==> src/rtl/cic_frame_scheduler.sv <==
// rtl/cic_frame_scheduler.sv - ping-pong 16-channel sample-to-frame scheduler feeding the CIC filter input
// Optional sequence checking on s_channel is compiled in when CIC_FRAME_SCHED_SEQCHK_EN is defined.
module cic_frame_scheduler (
    input  logic         clk,
    input  logic         reset,
    input  logic         s_valid,
    output logic         s_ready,
    input  logic [15:0]  s_data,
    input  logic [3:0]   s_channel,
    input  logic [1:0]   s_error,
    output logic         m_valid,
    input  logic         m_ready,
    output logic [255:0] m_data,
    output logic [1:0]   m_error,
    output logic         seq_err
);

    logic [15:0] mem_q [2][16];
    logic [1:0]  full_q, full_d;
    logic        fill_q, fill_d;
    logic        pres_q, pres_d;
    logic [3:0]  exp_ch_q, exp_ch_d;
    logic [1:0]  err_acc_q [2];
    logic [1:0]  err_acc_d [2];
    logic        m_valid_q;
    logic        seq_err_q, seq_err_d;
    logic        wr_en;
    logic [3:0]  wr_slot;
    logic        s_xfer, m_xfer, frame_done;

    // Only the fill bank can be written, and it is full only when both banks are full.
    assign s_ready = ~(full_q[0] & full_q[1]);
    assign s_xfer  = s_valid & s_ready;
    assign m_xfer  = m_valid_q & m_ready;

`ifdef CIC_FRAME_SCHED_SEQCHK_EN
    always_comb begin
        wr_en     = s_xfer;
        wr_slot   = exp_ch_q;
        exp_ch_d  = exp_ch_q;
        seq_err_d = 1'b0;
        if (s_xfer) begin
            if (s_channel != exp_ch_q) begin
                // Out of order: abandon the partial fill; a channel-0 sample restarts it.
                seq_err_d = 1'b1;
                if (s_channel == 4'd0) begin
                    wr_slot  = 4'd0;
                    exp_ch_d = 4'd1;
                end else begin
                    wr_en    = 1'b0;
                    exp_ch_d = 4'd0;
                end
            end else begin
                exp_ch_d = exp_ch_q + 4'd1;
            end
        end
    end
`else
    logic unused_channel;
    assign unused_channel = ^s_channel;

    always_comb begin
        wr_en     = s_xfer;
        wr_slot   = exp_ch_q;
        exp_ch_d  = s_xfer ? exp_ch_q + 4'd1 : exp_ch_q;
        seq_err_d = 1'b0;
    end
`endif

    assign frame_done = wr_en & (wr_slot == 4'hF);

    always_comb begin
        full_d = full_q;
        if (m_xfer) begin
            full_d[pres_q] = 1'b0;
        end
        if (frame_done) begin
            full_d[fill_q] = 1'b1;
        end
        fill_d = fill_q ^ frame_done;
        pres_d = pres_q ^ m_xfer;

        err_acc_d[0] = err_acc_q[0];
        err_acc_d[1] = err_acc_q[1];
        if (wr_en) begin
            err_acc_d[fill_q] = (wr_slot == 4'd0) ? s_error : (err_acc_q[fill_q] | s_error);
        end
    end

    always_ff @(posedge clk or posedge reset) begin
        if (reset) begin
            full_q       <= 2'b00;
            fill_q       <= 1'b0;
            pres_q       <= 1'b0;
            exp_ch_q     <= 4'd0;
            err_acc_q[0] <= 2'b00;
            err_acc_q[1] <= 2'b00;
            m_valid_q    <= 1'b0;
            seq_err_q    <= 1'b0;
        end else begin
            full_q       <= full_d;
            fill_q       <= fill_d;
            pres_q       <= pres_d;
            exp_ch_q     <= exp_ch_d;
            err_acc_q[0] <= err_acc_d[0];
            err_acc_q[1] <= err_acc_d[1];
            m_valid_q    <= full_d[pres_d];
            seq_err_q    <= seq_err_d;
        end
    end

    always_ff @(posedge clk) begin
        if (wr_en) begin
            mem_q[fill_q][wr_slot] <= s_data;
        end
    end

    always_comb begin
        m_data = '0;
        for (int k = 0; k < 16; k++) begin
            m_data[16*k +: 16] = m_valid_q ? mem_q[pres_q][k] : 16'h0000;
        end
    end

    assign m_valid = m_valid_q;
    assign m_error = m_valid_q ? err_acc_q[pres_q] : 2'b00;
    assign seq_err = seq_err_q;

endmodule

==> config.mk <==
export PLATFORM = sky130hd
export DESIGN_NAME = cic_frame_scheduler
export DESIGN_NICKNAME = d
export VERILOG_FILES = /design/src/rtl/cic_frame_scheduler.sv
export SDC_FILE = /design/constraint.sdc
export NUM_CORES = 1
export LEC_CHECK = 0
export ABC_CLOCK_PERIOD_IN_PS = 2280
export BUFFER_PORTS_ARGS = -buffer_cell sky130_fd_sc_hd__buf_2
export CORE_MARGIN = 2
export CORE_UTILIZATION = 45
export DETAILED_ROUTE_END_ITERATION = 8
export GPL_TIMING_DRIVEN = 0
export PLACE_DENSITY = 0.72
export SETUP_SLACK_MARGIN = 0.1
export SYNTH_ARGS = -nofsm -noshare
export SYNTH_HDL_FRONTEND = slang
export SYNTH_SLANG_ARGS = --single-unit
==> constraint.sdc <==
create_clock -name clk -period 2.28 [get_ports clk]
set_clock_uncertainty 0.15 [all_clocks]
set_input_delay 0.342 -clock clk [delete_from_list [all_inputs] [get_ports clk]]
set_output_delay 0.342 -clock clk [all_outputs]
set_load 0.02 [all_outputs]
==> out/results.txt <==
Reported leakage power: 9.91 nW. The slowest stage of the critical path is the sky130_fd_sc_hd__dfrtp_1 cell. Across every metal layer, demand over resource in global routing totals 20.6%. Worst stage delay on the critical path: 0.37 ns.

Detailed placement ended at an HPWL of 29800 um. The via-per-instance ratio was 5.17; the deepest clock path buffer count was 3. Including well taps, the total number of placed cells is 2074. The first global-routing pass estimated 71400 um of wire. The region available for standard cell placement spans 45400 um^2. For the pin with the worst max-slew slack, the measured transition is 0.946 ns.

Max-cap violations in this run came to 0. The signal on the critical path passes through buf_4, buf_12, buf_8, mux2i_2, nor2b_1, buf_2. Clock-pin slew was measured on the worst setup and hold paths at 0.07 ns. The run gives 0 as the remaining antenna violation count after routing.

STA classifies the critical path endpoint as an output pin. The initial standard-cell utilization of the core was 45.6%. The post-detailed-route DRC marker count was 0. Dividing the detail-routed wire length by the instance count gives 22.8 um. Of the synthesized area, sequential elements account for 75.9%. Summing every instance area after synthesis gives 20700 um^2.

The smallest clock period supported by the final layout is computed as 2.51 ns. IR analysis of the VDD net gives a maximum drop of 803 uV. The tools report the logic gate share of total power as 33.8%. After routing the design area is 27000 um^2. In the post-synthesis netlist, the biggest area contributors are sky130_fd_sc_hd__edfxtp_1, sky130_fd_sc_hd__mux2i_1, sky130_fd_sc_hd__nor2b_1. Post-route clock period utilization: 110%. The flow ran to the end, but the final reports show violations. In this run the number of H-tree levels came out at 2. The synthesized design devotes to its leading area cell type 74.3% of total area.

The category of the worst setup path launch point was a flip-flop. For the number of global-route vias before repair, the log shows 11308. The congestion estimate from routability-driven global placement came to 0.743. The total power density per cell area was 1120 nW/um^2; the total cell area at the placement stage was 22900 um^2.

The biggest area contributor in the post-synthesis netlist is sky130_fd_sc_hd__edfxtp_1. For this run the aggregate overflow at the end of global routing stands at 0. Counting flops and latches in the post-synthesis netlist gives 525.

Synthesis produced 1189 cells. The main combinational cell family by area after synthesis was multiplexers. The count of endpoints failing hold in the final timing report was 0; the worst setup margin was -0.225 ns. The CTS buffer count was 52. The logs give 0 for the final-report max-slew violation count and 0.59 ns for the clock insertion delay at the later pin of the skew report. After the last flow step, the layout net total stands at 1615. Share of the synthesized netlist area taken by xor and xnor gates: 0.236%. The number of nets in the synthesized netlist is 1221.

Of the total power, the clock network draws 28.1%. The share of synthesized cell area in and, or, nand and nor gates is 8.99%. The worst pin sits at a relative slew slack of 36.9%. The iteration-0 DRC count of the detailed router is 704.

The final reports fail on setup timing. For this design the top-level I/O count stands at 287. After synthesis, the netlist uses 27 different library cells. The floorplan step defined a die boundary enclosing 47700 um^2. Counting cells, the worst reg-to-reg path comes to 4.

Once layout is complete, the cells apart from fillers number 2227. The share of the core filled with cells in the final layout was 59.4%. TritonCTS built the clock tree. Registers are responsible for 38.1% of the overall power.

Setup repair after global routing could not meet its margin everywhere. Along the worst path, the maximum fanout reaches 11. The buffer type at the clock tree root was sky130_fd_sc_hd__clkbuf_16. Setup violations remaining at the end of the flow were counted as 257. The routed wire length is 50800 um, and the layout overhead on the synthesized area is 30.3%. The largest net degree at the start of global routing came out at 33. The internal power of the cells totals 20.8 mW.

Of the cells placed in the final design, the portion with a size suffix greater than 1 is 38.0%. Across all layers, the routed design uses 11522 vias. The synthesis warning total was 0. The count of cells along the worst hold path is 4. At the worst endpoint, the arrival time is 2.01 ns. From left edge to right edge, the die measures 218 um. For the reg2reg setup slack, the log shows 0.06 ns. The category of the most critical setup path was reg2out. Class of the most critical hold timing path: in2reg.

For the maximum clock frequency, the log shows 0.399 GHz. The adder-cell share of the synthesized area was 0.363%. The area fraction in compound gates after synthesis came out at 0.411%. Fraction of power spent switching nets: 31.0%. In this run the power spent charging and discharging nets is 9.37 mW. The required time at the worst-slack endpoint came out at 1.79 ns. Mean instance size in the synthesized netlist: 17.4 um^2. The tools report the number of antenna violations at the first check in global routing as 1.

For the number of rows created at floorplan, the log shows 78. The tree built by TritonCTS fans out to 525 sinks. Of the post-synthesis cell area, the part taken by muxes is 12.5%. Buffers placed on the I/O ports in this run total 281.

From bottom edge to top edge, the die measures 218 um. The first detailed-routing pass ran for 5 iterations.
==> layout make-up <==
cell class | instances | area, um^2
clock inverter | 30 | 315
antenna | 2 | 5.00
fill | 3377 | 18400
clock buffer | 66 | 1380
inverter | 8 | 33.8
timing repair buffer | 340 | 2430
sequential | 525 | 15700
buffer | 63 | 742
tap | 600 | 751
multi-input combinational | 593 | 5600
==> synthesized netlist by cell type <==
cell type	instances
sky130_fd_sc_hd__edfxtp_1	512
sky130_fd_sc_hd__mux2i_1	258
sky130_fd_sc_hd__nor2b_1	258
sky130_fd_sc_hd__clkbuf_1	30
sky130_fd_sc_hd__nor2_1	29
sky130_fd_sc_hd__buf_2	22
sky130_fd_sc_hd__dfrtp_1	13
sky130_fd_sc_hd__buf_4	11
sky130_fd_sc_hd__nand2_1	10
sky130_fd_sc_hd__inv_1	8
sky130_fd_sc_hd__ha_1	6
sky130_fd_sc_hd__o21ai_0	5
sky130_fd_sc_hd__nand3b_1	4
sky130_fd_sc_hd__nand4_1	4
sky130_fd_sc_hd__nand3_1	3
sky130_fd_sc_hd__xnor2_1	3
sky130_fd_sc_hd__a22o_1	2
sky130_fd_sc_hd__a32o_1	2
sky130_fd_sc_hd__a21boi_0	1
sky130_fd_sc_hd__a21boi_1	1
sky130_fd_sc_hd__and2_1	1
sky130_fd_sc_hd__and3b_1	1
sky130_fd_sc_hd__conb_1	1
sky130_fd_sc_hd__o211ai_1	1
sky130_fd_sc_hd__or2_2	1
sky130_fd_sc_hd__or3b_1	1
sky130_fd_sc_hd__xnor3_1	1
==> repair_timing <==
item,CTS,global route
hold endpoints to repair,19,0
hold buffers,4,0
setup endpoints to repair,738,770
gates resized for setup,227,195
pin swaps,19,7
buffers inserted,23,22
gates cloned,3,3
==> final timing paths <==
path                                          start                       end
setup / recovery                   pres_q$_DFF_PP0_                m_data[61]
hold / removal                              s_valid  err_acc_q[1]$_DFFE_PP0P_
setup reg to reg            exp_ch_q[2]$_DFFE_PP0P_   mem_q[0][252]$_DFFE_PP_
hold reg to reg            err_acc_q[3]$_DFFE_PP0P_  err_acc_q[3]$_DFFE_PP0P_
max in group asynchronous                     reset  err_acc_q[3]$_DFFE_PP0P_
min in group asynchronous                     reset  err_acc_q[2]$_DFFE_PP0P_
==> flip-flops by register name, summed over array words and instances, names as in the netlist <==
register   cells
fill_q         1
exp_ch_q       4
m_valid        1
err_acc_q      4
full_q         2
mem_q        512
pres_q         1
==> metrics by stage <==
stage          hold WS, ns  setup WS, ns  setup TNS, ns  power [mW]
2_1_floorplan       0.0690       -0.0208          -3.59        17.0
3_3_place_gp         0.290        -0.975        -413.06        19.3
3_5_place_dp         0.302        -0.990        -359.33        19.5
4_1_cts              0.167        -0.263         -94.95        29.1
5_1_grt              0.183        -0.318         -59.80        31.3
6_report             0.182        -0.225         -35.74        30.2
==> layer usage <==
metal	track usage [%]	up-vias	wire length (um)
met1	28.1	5871	21400
met4	6.30	0	1090
li1	-	5191	-
met5	0	-	0
met3	3.73	69	2940
met2	33.7	391	25300
==> power by group through the flow <==
stage / clock, mW / sequential, mW / combinational, mW
6_report: 8.48 / 11.5 / 10.2
5_1_grt: 9.00 / 11.6 / 10.8
4_1_cts: 8.59 / 11.5 / 9.07
3_5_place_dp: 0 / 11.7 / 7.81
3_3_place_gp: 0 / 11.6 / 7.70
2_1_floorplan: 0 / 11.6 / 5.36
==> layout by cell type (no fill, tap or decap), types with 5 or more instances in the layout <==
cell	n
sky130_fd_sc_hd__clkinv_2	6
sky130_fd_sc_hd__mux2i_1	179
sky130_fd_sc_hd__clkbuf_1	15
sky130_fd_sc_hd__inv_1	7
sky130_fd_sc_hd__nor2b_1	229
sky130_fd_sc_hd__bufinv_16	6
sky130_fd_sc_hd__clkbuf_2	12
sky130_fd_sc_hd__clkinvlp_4	7
sky130_fd_sc_hd__clkbuf_16	59
sky130_fd_sc_hd__buf_12	34
sky130_fd_sc_hd__clkbuf_4	6
sky130_fd_sc_hd__o21ai_0	5
sky130_fd_sc_hd__dfrtp_1	13
sky130_fd_sc_hd__clkinv_1	9
sky130_fd_sc_hd__nor2_4	28
sky130_fd_sc_hd__edfxtp_1	512
sky130_fd_sc_hd__buf_2	226
sky130_fd_sc_hd__mux2i_2	45
sky130_fd_sc_hd__nor2b_2	27
sky130_fd_sc_hd__buf_4	77
sky130_fd_sc_hd__mux2i_4	34
sky130_fd_sc_hd__buf_6	25
==> worst max-delay path: cells and delay by family, from the launching register on <==
kind | cells | cell delay (ns)
multiplexers | 1 | 0.29
buffers and inverters | 4 | 0.67
flip-flops | 1 | 0.37
AND/OR/NAND/NOR | 1 | 0.07
==> logic make-up after synthesis <==
kind of cell | after synthesis
multiplexers | 258
other | 1
adder cells (fa/ha/maj) | 6
AND/OR/NAND/NOR | 312
buffers and inverters | 71
AO/OA/AOI/OAI | 12
flip-flops | 525
XOR/XNOR | 4
Power figures use the tool's default switching activity.
